File: src/rtl/frame_receiver.sv
// Ethernet header parser/filter: matches destination and EtherType, captures source/type/length, keeps statistics.
// Optional FRAME_RECEIVER_PROMISC_EN skips the destination match; results appear 1 cycle after the MAC status cycle.
module frame_receiver #(
    parameter logic [47:0] MAC_LOCAL_ADDR  = 48'h004e46324301,
    parameter logic [15:0] ETH_TYPE_FILTER = 16'h0800,
    parameter int          STATUS_TIMEOUT  = 16
) (
    input  logic        rx_clk,
    input  logic        reset,
    output logic        conf_rx_en,
    output logic        conf_rx_jumbo_en,
    output logic        conf_rx_no_chk_crc,
    input  logic [7:0]  mac_rx_data,
    input  logic        mac_rx_dvld,
    input  logic        mac_rx_good_frame,
    input  logic        mac_rx_bad_frame,
    output logic        frame_valid,
    output logic [47:0] rx_src_addr,
    output logic [15:0] rx_eth_type,
    output logic [13:0] rx_payload_len,
    output logic [15:0] good_count,
    output logic [15:0] bad_count,
    output logic [15:0] drop_count
);

    typedef enum logic [2:0] {
        IDLE,
        MAC_DST,
        MAC_SRC,
        ETH_TYPE,
        DATA,
        WAIT_STATUS
    } state_t;

`ifdef FRAME_RECEIVER_PROMISC_EN
    localparam bit DST_CHECK = 1'b0;
`else
    localparam bit DST_CHECK = 1'b1;
`endif

    localparam logic [15:0] TMO_CYCLES = 16'(STATUS_TIMEOUT);

    state_t      r_state;
    logic [15:0] r_cnt;
    logic        r_match;
    logic        r_runt;
    logic        r_dvld_q;
    logic [47:0] r_src_sh;
    logic [15:0] r_type_sh;
    logic [13:0] r_len;
    logic        r_frame_valid;
    logic [47:0] r_src_addr;
    logic [15:0] r_eth_type;
    logic [13:0] r_payload_len;
    logic [15:0] r_good_cnt;
    logic [15:0] r_bad_cnt;
    logic [15:0] r_drop_cnt;
    logic        r_conf_rx_en;
    logic        r_conf_rx_jumbo_en;
    logic        r_conf_rx_no_chk_crc;

    state_t      w_state_nxt;
    logic [15:0] w_cnt_nxt;
    logic        w_match_nxt;
    logic        w_runt_nxt;
    logic [47:0] w_src_nxt;
    logic [15:0] w_type_nxt;
    logic [13:0] w_len_nxt;
    logic        w_close_rx;
    logic        w_start;
    logic        w_res;
    logic        w_res_runt;
    logic        w_res_force_bad;
    logic [2:0]  w_dst_idx;
    logic        w_dst_mis;
    logic [7:0]  w_type_exp;
    logic        w_stat_any;
    logic        w_accept;
    logic        w_inc_good;
    logic        w_inc_bad;
    logic        w_inc_drop;

    function automatic logic [7:0] dst_byte(input logic [2:0] idx);
        logic [47:0] s;
        s = MAC_LOCAL_ADDR << (8 * idx);
        return s[47:40];
    endfunction

    // The byte that opens a frame (from IDLE or WAIT_STATUS) is always destination byte 1.
    assign w_dst_idx  = (r_state == MAC_DST) ? r_cnt[2:0] : 3'd0;
    assign w_dst_mis  = DST_CHECK && (mac_rx_data != dst_byte(w_dst_idx));
    assign w_type_exp = (r_cnt == 16'd1) ? ETH_TYPE_FILTER[15:8] : ETH_TYPE_FILTER[7:0];
    assign w_stat_any = mac_rx_good_frame | mac_rx_bad_frame;

    always_comb begin
        w_state_nxt     = r_state;
        w_cnt_nxt       = r_cnt;
        w_match_nxt     = r_match;
        w_runt_nxt      = r_runt;
        w_src_nxt       = r_src_sh;
        w_type_nxt      = r_type_sh;
        w_len_nxt       = r_len;
        w_close_rx      = 1'b0;
        w_start         = 1'b0;
        w_res           = 1'b0;
        w_res_runt      = r_runt;
        w_res_force_bad = 1'b0;

        case (r_state)
            IDLE: begin
                if (mac_rx_dvld && !r_dvld_q) begin
                    w_start = 1'b1;
                end
            end
            MAC_DST: begin
                if (mac_rx_dvld) begin
                    if (w_dst_mis) begin
                        w_match_nxt = 1'b0;
                    end
                    if (r_cnt == 16'd5) begin
                        w_state_nxt = MAC_SRC;
                        w_cnt_nxt   = 16'd1;
                    end else begin
                        w_cnt_nxt = r_cnt + 16'd1;
                    end
                end else begin
                    w_close_rx = 1'b1;
                end
            end
            MAC_SRC: begin
                if (mac_rx_dvld) begin
                    w_src_nxt = {r_src_sh[39:0], mac_rx_data};
                    if (r_cnt == 16'd6) begin
                        w_state_nxt = ETH_TYPE;
                        w_cnt_nxt   = 16'd1;
                    end else begin
                        w_cnt_nxt = r_cnt + 16'd1;
                    end
                end else begin
                    w_close_rx = 1'b1;
                end
            end
            ETH_TYPE: begin
                if (mac_rx_dvld) begin
                    w_type_nxt = {r_type_sh[7:0], mac_rx_data};
                    if (mac_rx_data != w_type_exp) begin
                        w_match_nxt = 1'b0;
                    end
                    if (r_cnt == 16'd2) begin
                        w_state_nxt = DATA;
                        w_cnt_nxt   = 16'd1;
                    end else begin
                        w_cnt_nxt = r_cnt + 16'd1;
                    end
                end else begin
                    w_close_rx = 1'b1;
                end
            end
            DATA: begin
                if (mac_rx_dvld) begin
                    if (r_len != 14'h3FFF) begin
                        w_len_nxt = r_len + 14'd1;
                    end
                end else begin
                    w_close_rx = 1'b1;
                end
            end
            WAIT_STATUS: begin
                if (w_stat_any) begin
                    w_res       = 1'b1;
                    w_state_nxt = IDLE;
                    w_start     = mac_rx_dvld;
                end else if (mac_rx_dvld) begin
                    w_res           = 1'b1;
                    w_res_force_bad = 1'b1;
                    w_start         = 1'b1;
                end else if (r_cnt >= TMO_CYCLES) begin
                    w_res           = 1'b1;
                    w_res_force_bad = 1'b1;
                    w_state_nxt     = IDLE;
                end else begin
                    w_cnt_nxt = r_cnt + 16'd1;
                end
            end
            default: begin
                w_state_nxt = IDLE;
            end
        endcase

        // dvld fell: a status pulse in this very cycle closes the frame immediately.
        if (w_close_rx) begin
            if (w_stat_any) begin
                w_res       = 1'b1;
                w_res_runt  = (r_state != DATA);
                w_state_nxt = IDLE;
            end else begin
                w_state_nxt = WAIT_STATUS;
                w_cnt_nxt   = 16'd1;
                w_runt_nxt  = (r_state != DATA);
            end
        end

        if (w_start) begin
            w_state_nxt = MAC_DST;
            w_cnt_nxt   = 16'd1;
            w_match_nxt = !w_dst_mis;
            w_runt_nxt  = 1'b0;
            w_len_nxt   = 14'd0;
        end
    end

    // A simultaneous good+bad pair, a timeout or a pre-empting new frame all count as bad.
    assign w_accept   = w_res && mac_rx_good_frame && !mac_rx_bad_frame && !w_res_force_bad
                        && r_match && !w_res_runt;
    assign w_inc_good = w_accept;
    assign w_inc_bad  = w_res && (mac_rx_bad_frame || w_res_force_bad);
    assign w_inc_drop = w_res && !w_inc_bad && !w_accept;

    always_ff @(posedge rx_clk) begin
        if (reset) begin
            r_state              <= IDLE;
            r_cnt                <= 16'd0;
            r_match              <= 1'b0;
            r_runt               <= 1'b0;
            r_dvld_q             <= mac_rx_dvld;
            r_src_sh             <= 48'd0;
            r_type_sh            <= 16'd0;
            r_len                <= 14'd0;
            r_frame_valid        <= 1'b0;
            r_src_addr           <= 48'd0;
            r_eth_type           <= 16'd0;
            r_payload_len        <= 14'd0;
            r_good_cnt           <= 16'd0;
            r_bad_cnt            <= 16'd0;
            r_drop_cnt           <= 16'd0;
            r_conf_rx_en         <= 1'b0;
            r_conf_rx_jumbo_en   <= 1'b0;
            r_conf_rx_no_chk_crc <= 1'b0;
        end else begin
            r_state              <= w_state_nxt;
            r_cnt                <= w_cnt_nxt;
            r_match              <= w_match_nxt;
            r_runt               <= w_runt_nxt;
            r_dvld_q             <= mac_rx_dvld;
            r_src_sh             <= w_src_nxt;
            r_type_sh            <= w_type_nxt;
            r_len                <= w_len_nxt;
            r_frame_valid        <= w_accept;
            r_conf_rx_en         <= 1'b1;
            r_conf_rx_jumbo_en   <= 1'b0;
            r_conf_rx_no_chk_crc <= 1'b0;
            if (w_accept) begin
                r_src_addr    <= r_src_sh;
                r_eth_type    <= r_type_sh;
                r_payload_len <= r_len;
            end
            if (w_inc_good && r_good_cnt != 16'hFFFF) begin
                r_good_cnt <= r_good_cnt + 16'd1;
            end
            if (w_inc_bad && r_bad_cnt != 16'hFFFF) begin
                r_bad_cnt <= r_bad_cnt + 16'd1;
            end
            if (w_inc_drop && r_drop_cnt != 16'hFFFF) begin
                r_drop_cnt <= r_drop_cnt + 16'd1;
            end
        end
    end

    assign conf_rx_en         = r_conf_rx_en;
    assign conf_rx_jumbo_en   = r_conf_rx_jumbo_en;
    assign conf_rx_no_chk_crc = r_conf_rx_no_chk_crc;
    assign frame_valid        = r_frame_valid;
    assign rx_src_addr        = r_src_addr;
    assign rx_eth_type        = r_eth_type;
    assign rx_payload_len     = r_payload_len;
    assign good_count         = r_good_cnt;
    assign bad_count          = r_bad_cnt;
    assign drop_count         = r_drop_cnt;

endmodule

File: config.mk
export PLATFORM = sky130hd
export DESIGN_NAME = frame_receiver
export DESIGN_NICKNAME = d
export VERILOG_FILES = /design/src/rtl/frame_receiver.sv
export SDC_FILE = /design/constraint.sdc
export NUM_CORES = 1
export LEC_CHECK = 0
export ABC_AREA = 0
export BUFFER_PORTS_ARGS = -buffer_cell sky130_fd_sc_hd__buf_2
export CORE_UTILIZATION = 40
export CTS_CLUSTER_DIAMETER = 200
export DETAILED_ROUTE_END_ITERATION = 12
export PLACE_DENSITY = 0.69
export SETUP_SLACK_MARGIN = 0.02
export SLEW_MARGIN = 10
export SYNTH_ARGS = -nofsm -noshare
export SYNTH_HDL_FRONTEND = slang
export SYNTH_SLANG_ARGS = --single-unit
File: constraint.sdc
create_clock -name rx_clk -period 2.76 [get_ports rx_clk]
set_clock_uncertainty 0.1 [all_clocks]
set_input_delay 0.552 -clock rx_clk [delete_from_list [all_inputs] [get_ports rx_clk]]
set_output_delay 0.552 -clock rx_clk [all_outputs]
set_load 0.01 [all_outputs]
==> run summary, run 1 <==
Routability cong. - 0.911
Dominant synthesized flop cell - dfxtp_1
Post-synthesis async set-or-reset flop share - 0
Number of cell rows - 56
Die Area - 25100 um2
Root Driver - clkbuf_16
Status - finished clean
Number of DRC markers in iteration 0 - 685
Max FO, Critical Path - 24
Starting Density - 0.413
Worst path bufs/invs - 0
Hold path cells - 1
Worst setup EP type - register
GRT Util Overall - 0.190
Clk_lat worst skew - 520 ps
Setup Buffers After CTS - 0
Drt first pass iters - 6
Hold worst-path end - r_dvld_q$_DFF_P_
Fmax - 396 MHz
Initial antenna violation count - 0
Max clock buf depth - 3
Core area - 23800 um2
Dpl hpwl - 16400 um
Min-delay src - mac_rx_dvld
Max-cap violation count - 0
Layout fillers - 2309
FF-to-FF Start - r_state[1]$_SDFFE_PP0P_
Dpl cells - 1662
Setup TNS - 0 ps
Post-synth cell types - 69
# hold bufs at CTS - 0
Via density per instance - 5.24
Final min period - 2530 ps
Hold Crit Class - input port to register
Final Hold Fails - 0
Worst setup SP type - register
Antenna-violating nets left - 0
Final Max Slew Viols - 0
Synthesized area - 9800 um2
Layout cells sized above 1 - 0.163
Multi-input gate area - 4880 um2
Clk sinks - 228
Worst endpoint data arrival time - 2800 ps
Die W - 159 um
Total wire length - 24200 um
Die extent in y - 159 um
Worst slew pin tran - 882 ps
# setup viols final - 0
Register Area - 4560 um2
Largest net degree at the start of global routing - 75
Worst reg2reg endpoint - good_count[5]$_SDFFE_PP0P_
PD cells - 566 nW/um2
Worst R2R Path Depth - 6
Buffers added on ports - 140
Max-slew headroom - 0.411
Total Nets Final - 1394
Crit path max-delay family - simple AND/OR/NAND/NOR gates
RSZ-0062 raised after global routing - false
Vias in the first global route - 7763
Yosys warns - 0
Syn Area/Cell - 7.87 um2
Final core occ - 0.489
Area added between synthesis and finish - 18.6%
First-pass GRT wire length - 39300 um
Worst-path clk slew - 60 ps
Req. time, crit path - 3040 ps
CTS tree - built
EDFF count, synth - 0
Grt total ovfl - 0
Top Ports - 143
Drt drc - 0
Lkg Pwr - 4.28 nW
Sequential share of the synthesized area - 0.466
Crit path kind - register to register
Yosys reg bits - 228
Post-CTS sizing - 0
Vias - 8917
R2R Setup Slk - 230 ps
Maximum VDD drop - 387 uV
TritonCTS Buffers - 24
Post-Layout Cell Count - 1703
Crit path largest cell delay - 500 ps
Synth Instances - 1246
Diode count - 0
Slowest CP cell - dfxtp_1
CTS H-Tree Depth - 1
Tcrit/Tclk final - 0.916
CP cell instances - or2_1 > a31oi_1 > nand3_4 > nor4b_1 > xnor2_1 > nor2_1
Drt wl/cell - 14.2 um
layer usage:
layer | vias to the layer above | part of all wire | track usage
li1 | 4480 | - | -
met1 | 4155 | 0.47 | 0.268
met2 | 244 | 0.44 | 0.292
met3 | 38 | 0.070 | 0.0433
met4 | 0 | 0.017 | 0.0417
met5 | - | 0 | 0
cell usage in the layout, fill, tap and decap left out, drive strengths merged, types with 7 or more instances in the layout:
cell / synthesis / routed
and2: 9 / 9
clkbuf: 54 / 33
o21ai: 19 / 19
nor3: 22 / 22
nand2: 335 / 335
xnor2: 46 / 46
nand3: 42 / 42
nor4: 26 / 26
buf: 20 / 170
nand4: 24 / 24
inv: 18 / 18
ha: 12 / 12
xor2: 12 / 12
and3: 9 / 9
a31oi: 15 / 15
nor2: 99 / 99
nor3b: 7 / 7
dfxtp: 228 / 228
a21oi: 166 / 166
cell type report:
cell class,instances,area share
tap,319,0.0343
timing repair buffer,170,0.0834
sequential,228,0.393
multi-input combinational,927,0.420
inverter,18,0.00581
clock buffer,33,0.0572
clock inverter,8,0.00678
worst register-to-register path, delay by kind of cell (launching register included):
| family | cells | cell delay [ps] |
|---|---|---|
| compound gates | 1 | 380 |
| xor+xnor | 1 | 160 |
| flops | 1 | 500 |
| simple gates | 4 | 1250 |
cells by family after synthesis:
| logic type | synth area share |
|---|---|
| buffers and inverters | 0.0388 |
| adder cells (fa/ha/maj) | 0.0153 |
| other | 0.000383 |
| flip-flops | 0.466 |
| multiplexers | 0.00766 |
| AND/OR/NAND/NOR | 0.285 |
| AO/OA/AOI/OAI | 0.136 |
| XOR/XNOR | 0.0518 |
stage by stage:
| stage | total power, mW | setup WS [ps] | cell area, um2 | hold slack [ps] |
|---|---|---|---|---|
| 6_report | 6.58 | 232 | 11600 | 159 |
| 5_1_grt | 6.81 | 34.7 | 11600 | 153 |
| 4_1_cts | 6.65 | 260 | 11600 | 141 |
| 3_5_place_dp | 3.59 | 216 | 10900 | 343 |
| 3_3_place_gp | 3.59 | 282 | 10900 | 340 |
| 2_1_floorplan | 3.52 | 457 | 9800 | 332 |
cells in the mapped netlist (all sizes together), types with 4 or more instances:
| master | count | share of area |
|---|---|---|
| and2 | 9 | 0.0057 |
| xnor2 | 46 | 0.041 |
| buf | 20 | 0.011 |
| or2 | 4 | 0.0026 |
| nor2 | 99 | 0.038 |
| nor2b | 6 | 0.0038 |
| a31oi | 15 | 0.011 |
| and3 | 9 | 0.0059 |
| nor3b | 7 | 0.0054 |
| o21ai | 19 | 0.0097 |
| or3 | 5 | 0.0037 |
| a21oi | 166 | 0.085 |
| nor4 | 26 | 0.020 |
| inv | 18 | 0.0069 |
| xor2 | 12 | 0.011 |
| a211oi | 5 | 0.0038 |
| nand3 | 42 | 0.023 |
| and4 | 4 | 0.0036 |
| nor3 | 22 | 0.011 |
| o31ai | 4 | 0.0031 |
| dfxtp | 228 | 0.47 |
| mux2 | 4 | 0.0046 |
| clkbuf | 54 | 0.021 |
| nand4 | 24 | 0.015 |
| o211ai | 4 | 0.0036 |
| nand2 | 335 | 0.13 |
| ha | 12 | 0.015 |
where the power goes:
group          leakage [nW]  switching [mW]  internal [mW]
Combinational          2.08           0.150         0.0599
Clock                 0.365            1.29           1.77
Sequential             1.84          0.0104           3.30
Total                  4.28            1.45           5.13
sequential cells by signal (all words and copies together), names as in the netlist:
| register | flops |
|---|---|
| drop_count | 16 |
| rx_src_addr | 48 |
| r_match | 1 |
| rx_payload_len | 14 |
| conf_rx_en | 1 |
| r_runt | 1 |
| good_count | 16 |
| r_src_sh | 48 |
| r_cnt | 16 |
| r_state | 3 |
| r_len | 14 |
| bad_count | 16 |
| frame_valid | 1 |
| r_type_sh | 16 |
| r_dvld_q | 1 |
| rx_eth_type | 16 |
worst max-delay path by stage:
stage,startpoint,endpoint,slack [ps],cells after the start
3_3_place_gp,mac_rx_dvld,r_len[6]$_SDFFE_PP0P_,280,9
5_1_grt,r_state[1]$_SDFFE_PP0P_,good_count[5]$_SDFFE_PP0P_,30,6
4_1_cts,r_state[1]$_SDFFE_PP0P_,good_count[5]$_SDFFE_PP0P_,260,6
3_5_place_dp,mac_rx_dvld,good_count[5]$_SDFFE_PP0P_,220,7
6_report,r_state[1]$_SDFFE_PP0P_,good_count[5]$_SDFFE_PP0P_,230,6
2_1_floorplan,mac_rx_dvld,bad_count[10]$_SDFFE_PP0P_,460,8
(Power assumes the default switching activity.)
==> inputs of run 2 (changes only) <==
Settings changed: CORE_ASPECT_RATIO set to 0.6, PLACE_DENSITY 0.69 to 0.72.
Clock period 2.76 ns to 2.1 ns, I/O delays scaled along.
==> run 2 against run 1 <==
- routed wire length rose by 43%
- global-route usage grew 3.4 points
- the flow now finishes with violations (setup timing)
- highest routed layer unchanged
- sequential share of layout area decreased by 8.7 points
- via count increased by 16%
==> run summary, run 2 (synthesized netlist as in run 1, its figures left out) <==
Area added between synthesis and finish - 53.1%
Fin Hold WS - 89.3 ps (-70.2 ps)
Total wire length - 34700 um (+43%)
# setup viols final - 111 (+111)
Max FO, Critical Path - 4 (-83%)
Core area - 23600 um2 (-0.79%)
Grt total ovfl - 0 (unchanged)
Worst-path clk slew - 70 ps (about the same)
Starting Density - 0.416 (+0.00329)
Hold Crit Class - input port to register
RSZ-0062 raised after global routing - true
Max-slew headroom - 0.245 (-0.166)
Final Max Slew Viols - 0 (unchanged)
Die Area - 25200 um2 (about the same)
Die extent in y - 123 um (-22%)
TritonCTS Buffers - 22 (-8.3%)
Crit path kind - register to register
Vias - 10400 (+16%)
Antenna-violating nets left - 0 (unchanged)
Final min period - 2230 ps (-294 ps)
Clk sinks - 228 (unchanged)
Via density per instance - 5.55 (+5.9%)
Worst slew pin tran - 1130 ps (+250 ps)
Top Ports - 143 (unchanged)
Worst setup EP type - register
Final Hold Fails - 0 (unchanged)
Dpl hpwl - 19800 um (+21%)
Die W - 204 um (+29%)
Layout cells sized above 1 - 0.427 (+0.263)
Crit. Startpoint - r_cnt[10]$_SDFF_PP0_
Vias in the first global route - 8501 (+9.5%)
Number of DRC markers in iteration 0 - 1044 (+52%)
Worst endpoint data arrival time - 2540 ps (-260 ps)
FF-to-FF Start - r_cnt[10]$_SDFF_PP0_
First-pass GRT wire length - 45100 um (+15%)
Buffers added on ports - 140 (unchanged)
Max-cap violation count - 0 (unchanged)
Number of cell rows - 43 (-23%)
Total Nets Final - 1565 (+12%)
PD cells - 594 nW/um2 (+5.0%)
Req. time, crit path - 2400 ps (-640 ps)
Lkg Pwr - 5.86 nW (+37%)
Commonest cells after routing, fill and taps aside - nand2_1, dfxtp_1, buf_4
Drt drc - 0 (unchanged)
Initial antenna violation count - 1 (+1)
Drt wl/cell - 18.6 um (+31%)
Routability cong. - 0.939 (+3.2%)
Max clock buf depth - 3 (unchanged)
GRT Util Overall - 0.223 (+0.0337)
CTS H-Tree Depth - 1 (unchanged)
Worst Slack Setup Final - -134 ps (-366 ps)
Drt first pass iters - 5 (-1)
Clk_lat worst skew - 520 ps (about the same)
Failing checks - setup timing
Status - finished with violations
Fmax - 448 MHz (+13%)
Worst setup SP type - register
Setup WS pre-CTS - -194 ps (-409 ps)
Most common cell after layout, fill and taps aside - nand2_1
Tcrit/Tclk final - 1.06 (+0.148)
Root Driver - clkbuf_16
Layout fillers - 1864 (-19%)
Min-delay src - mac_rx_data[5]
Maximum VDD drop - 614 uV (+59%)
Largest net degree at the start of global routing - 99 (+32%)
CTS tree - built
-- run 2: changes by cell type in the layout (fill, tap and decap cells not counted), sizes merged --
cell	delta
diode	+1
clkinv	-4
clkbuf	+10
buf	+157
nand3	+1
a31oi	+1
bufinv	+1
inv	+1
a21bo	+1
-- run 2: per-stage QoR --
stage	std cells	TNS (ps)	utilization	cell area [um2]	power [mW]
floorplan	1247	-12.4	-	9870	4.63
global placement	1778	-2370	0.504	11900	4.78
detailed placement	1778	-5600	0.504	11900	4.78
CTS	1823	-107	0.547	12900	8.88
global route	1868	-17310	0.637	15000	9.17
finish	1868	-6270	0.637	15000	8.92
-- run 2: path summary, 6_finish.rpt --
check                           slack [ps]                              end  depth (start not counted)
worst max-delay path                  -130       bad_count[14]$_SDFFE_PP0P_                          8
worst min-delay path                    90        r_type_sh[5]$_SDFFE_PP0P_                          3
worst max register to register        -130       bad_count[14]$_SDFFE_PP0P_                          8
worst min register to register         360  rx_payload_len[12]$_SDFFE_PP0P_                          2
-- run 2: cell type report --
cell class | instances | area, um2 | share of cell area
diodes | 1 | 2.50 | 0.000167
inverters | 18 | 72.6 | 0.00483
clock buffers | 30 | 652 | 0.0434
multi-input cells | 930 | 6440 | 0.429
repair buffers | 340 | 2770 | 0.184
clock inverters | 6 | 86.3 | 0.00575
well taps | 315 | 394 | 0.0263
flip-flops and latches | 228 | 4590 | 0.306
-- run 2: worst max-delay path: stages (launching register included) --
cell and delay, ps:
dfxtp_2 330, nor4_4 380, buf_4 170, nand4_1 190
a2bb2oi_4 330, buf_12 160, nor2_4 30, nand4_1 110
mux2_4 320
-- run 2: report_power, final --
| group | total [mW] | switching (mW) | internal [mW] |
|---|---|---|---|
| Clock | 4.15 | 1.73 | 2.41 |
| Combinational | 0.438 | 0.275 | 0.163 |
| Sequential | 4.34 | 0.0107 | 4.33 |
-- run 2: per-layer routing --
| metal | wire length (um) | global-route usage | vias up | share of wire |
|---|---|---|---|---|
| met5 | 0 | 0 | - | 0 |
| met4 | 486 | 0.0382 | 0 | 0.014 |
| met3 | 3590 | 0.0517 | 57 | 0.10 |
| met2 | 14700 | 0.300 | 495 | 0.42 |
| met1 | 16000 | 0.355 | 4959 | 0.46 |
| li1 | - | - | 4848 | - |
-- run 2: what timing repair did --
| item | 4_1_cts | 5_1_grt |
|---|---|---|
| hold buffers | 0 | 0 |
| gates cloned | 2 | 19 |
| pin swaps | 21 | 164 |
| gates resized for setup | 43 | 368 |
| buffers inserted | 7 | 25 |
| endpoints found under the setup margin | 156 | 157 |
==> inputs of run 3 (changes only) <==
Settings changed: REMOVE_ABC_BUFFERS set to 1.
==> run 3 against run 2 <==
- the run still ends with setup timing left
- cell count is 0.64% higher
- non-clock buffer count up 10
- flip-flop and latch count unchanged
- first-iteration DRC count shrank 27%
- critical path depth rose by 1
- total power rose by 0.30%
- utilization down 0.15 points
- die area is the same
- combinational power is 9.4% higher
==> run summary, run 3 (synthesized netlist as in run 1, its figures left out) <==
Status - finished with violations
Failing checks - setup timing
Most common cell after layout, fill and taps aside - nand2_1
Root Driver - clkbuf_16
Area added between synthesis and finish - 52.8%
First-pass GRT wire length - 46200 um (+2.4%)
Max-slew headroom - 0.427 (+0.182)
Crit path kind - register to register
Core area - 23600 um2 (unchanged)
CTS tree - built
Starting Density - 0.416 (unchanged)
Clk_lat worst skew - 510 ps (about the same)
Commonest cells after routing, fill and taps aside - nand2_1, dfxtp_1, buf_4
Routability cong. - 0.921 (-2.0%)
Worst slew pin tran - 859 ps (-273 ps)
Total wire length - 33100 um (-4.8%)
Worst Slack Setup Final - -125 ps (+9.33 ps)
CTS H-Tree Depth - 1 (unchanged)
TritonCTS Buffers - 23 (+4.5%)
Antenna-violating nets left - 0 (unchanged)
Worst-path clk slew - 70 ps (about the same)
Drt first pass iters - 6 (+1)
# hold bufs at CTS - 0 (unchanged)
Layout fillers - 1941 (+4.1%)
Via density per instance - 5.40 (-2.7%)
Die extent in y - 123 um (unchanged)
Worst endpoint data arrival time - 2560 ps (+20 ps)
Top Ports - 143 (unchanged)
Initial antenna violation count - 0 (-1)
Number of DRC markers in iteration 0 - 761 (-27%)
Worst setup EP type - register
Fin Hold WS - 93.7 ps (+4.41 ps)
PD cells - 598 nW/um2 (+0.53%)
Die W - 204 um (unchanged)
GRT Util Overall - 0.228 (+0.00445)
Final Hold Fails - 0 (unchanged)
Setup WS pre-CTS - -342 ps (-148 ps)
Total Nets Final - 1576 (+0.70%)
Largest net degree at the start of global routing - 170 (+72%)
Maximum VDD drop - 506 uV (-18%)
Dpl hpwl - 18600 um (-5.9%)
Grt total ovfl - 0 (unchanged)
Final Max Slew Viols - 0 (unchanged)
Max-cap violation count - 0 (unchanged)
Die Area - 25200 um2 (unchanged)
Buffers added on ports - 140 (unchanged)
Drt drc - 0 (unchanged)
Worst setup SP type - register
Number of cell rows - 43 (unchanged)
Clk sinks - 228 (unchanged)
Max FO, Critical Path - 7 (+3)
RSZ-0062 raised after global routing - true
Final min period - 2220 ps (-9.33 ps)
Vias in the first global route - 8691 (+2.2%)
Drt wl/cell - 17.6 um (-5.4%)
Max clock buf depth - 3 (unchanged)
Vias - 10100 (-2.1%)
# setup viols final - 79 (-29%)
Req. time, crit path - 2430 ps (+30 ps)
Tcrit/Tclk final - 1.06 (-0.00444)
Hold Crit Class - input port to register
Layout cells sized above 1 - 0.413 (-0.0131)
Diode count - 0 (-1)
Lkg Pwr - 5.70 nW (-2.7%)
Fmax - 450 MHz (+0.42%)
## run 3: through the flow
step                power [mW]  utilization  std cells  cell area, um2  setup TNS (ps)
floorplan                 4.56            -       1173            9490         -213880
global placement          4.81        0.501       1778           11800           -8050
detailed placement        4.81        0.501       1778           11800          -10860
CTS                       8.91        0.560       1831           13200            -599
global route              9.22        0.635       1880           15000           -9860
finish                    8.95        0.635       1880           15000           -3350
## run 3: path summary, 6_finish.rpt
check	startpoint	to	slack [ps]	cells after the start
hold / removal	mac_rx_data[7]	r_src_sh[7]$_SDFFE_PP0P_	90	3
hold reg to reg	rx_payload_len[1]$_SDFFE_PP0P_	rx_payload_len[1]$_SDFFE_PP0P_	350	2
setup reg to reg	r_state[0]$_SDFFE_PP0P_	rx_src_addr[47]$_SDFFE_PP0P_	-120	9
setup / recovery	r_state[0]$_SDFFE_PP0P_	rx_src_addr[47]$_SDFFE_PP0P_	-120	9
## run 3: final cells by class
type | instances | area (um2) | area share
clock buffers | 31 | 666 | 0.0445
clock inverters | 8 | 78.8 | 0.00526
inverters | 18 | 67.6 | 0.00451
multi-input cells | 930 | 6300 | 0.421
flip-flops and latches | 228 | 4590 | 0.306
well taps | 315 | 394 | 0.0263
repair buffers | 350 | 2880 | 0.192
## run 3: repair_timing
action                                  in CTS  in global routing
endpoints found under the hold margin        0                  0
cloned                                       6                 16
buffers inserted                             8                 34
endpoints found under the setup margin     134                150
resized for setup                           86                289
pin swaps                                   33                152
## run 3: power breakdown
| group | leakage, nW | internal, mW | switching [mW] | total (mW) |
|---|---|---|---|---|
| registers | 1.84 | 4.33 | 0.00831 | 4.34 |
| logic | 3.49 | 0.192 | 0.288 | 0.479 |
| clock network | 0.373 | 2.35 | 1.78 | 4.13 |
| total | 5.70 | 6.87 | 2.08 | 8.95 |
## run 3: routing by layer
layer | track usage | wire [um] | part of all wire
met3 | 0.0432 | 2190 | 0.066
met1 | 0.345 | 16000 | 0.48
met5 | 0 | 0 | 0
met2 | 0.335 | 14600 | 0.44
met4 | 0.0392 | 363 | 0.011
## run 3: critical path: stages (launching register included)
cell,delay (ps)
dfxtp_4,380
or3_4,430
a31o_4,280
buf_6,130
nand3_4,130
buf_8,170
buf_8,140
buf_12,160
nand2_2,80
a21oi_2,130
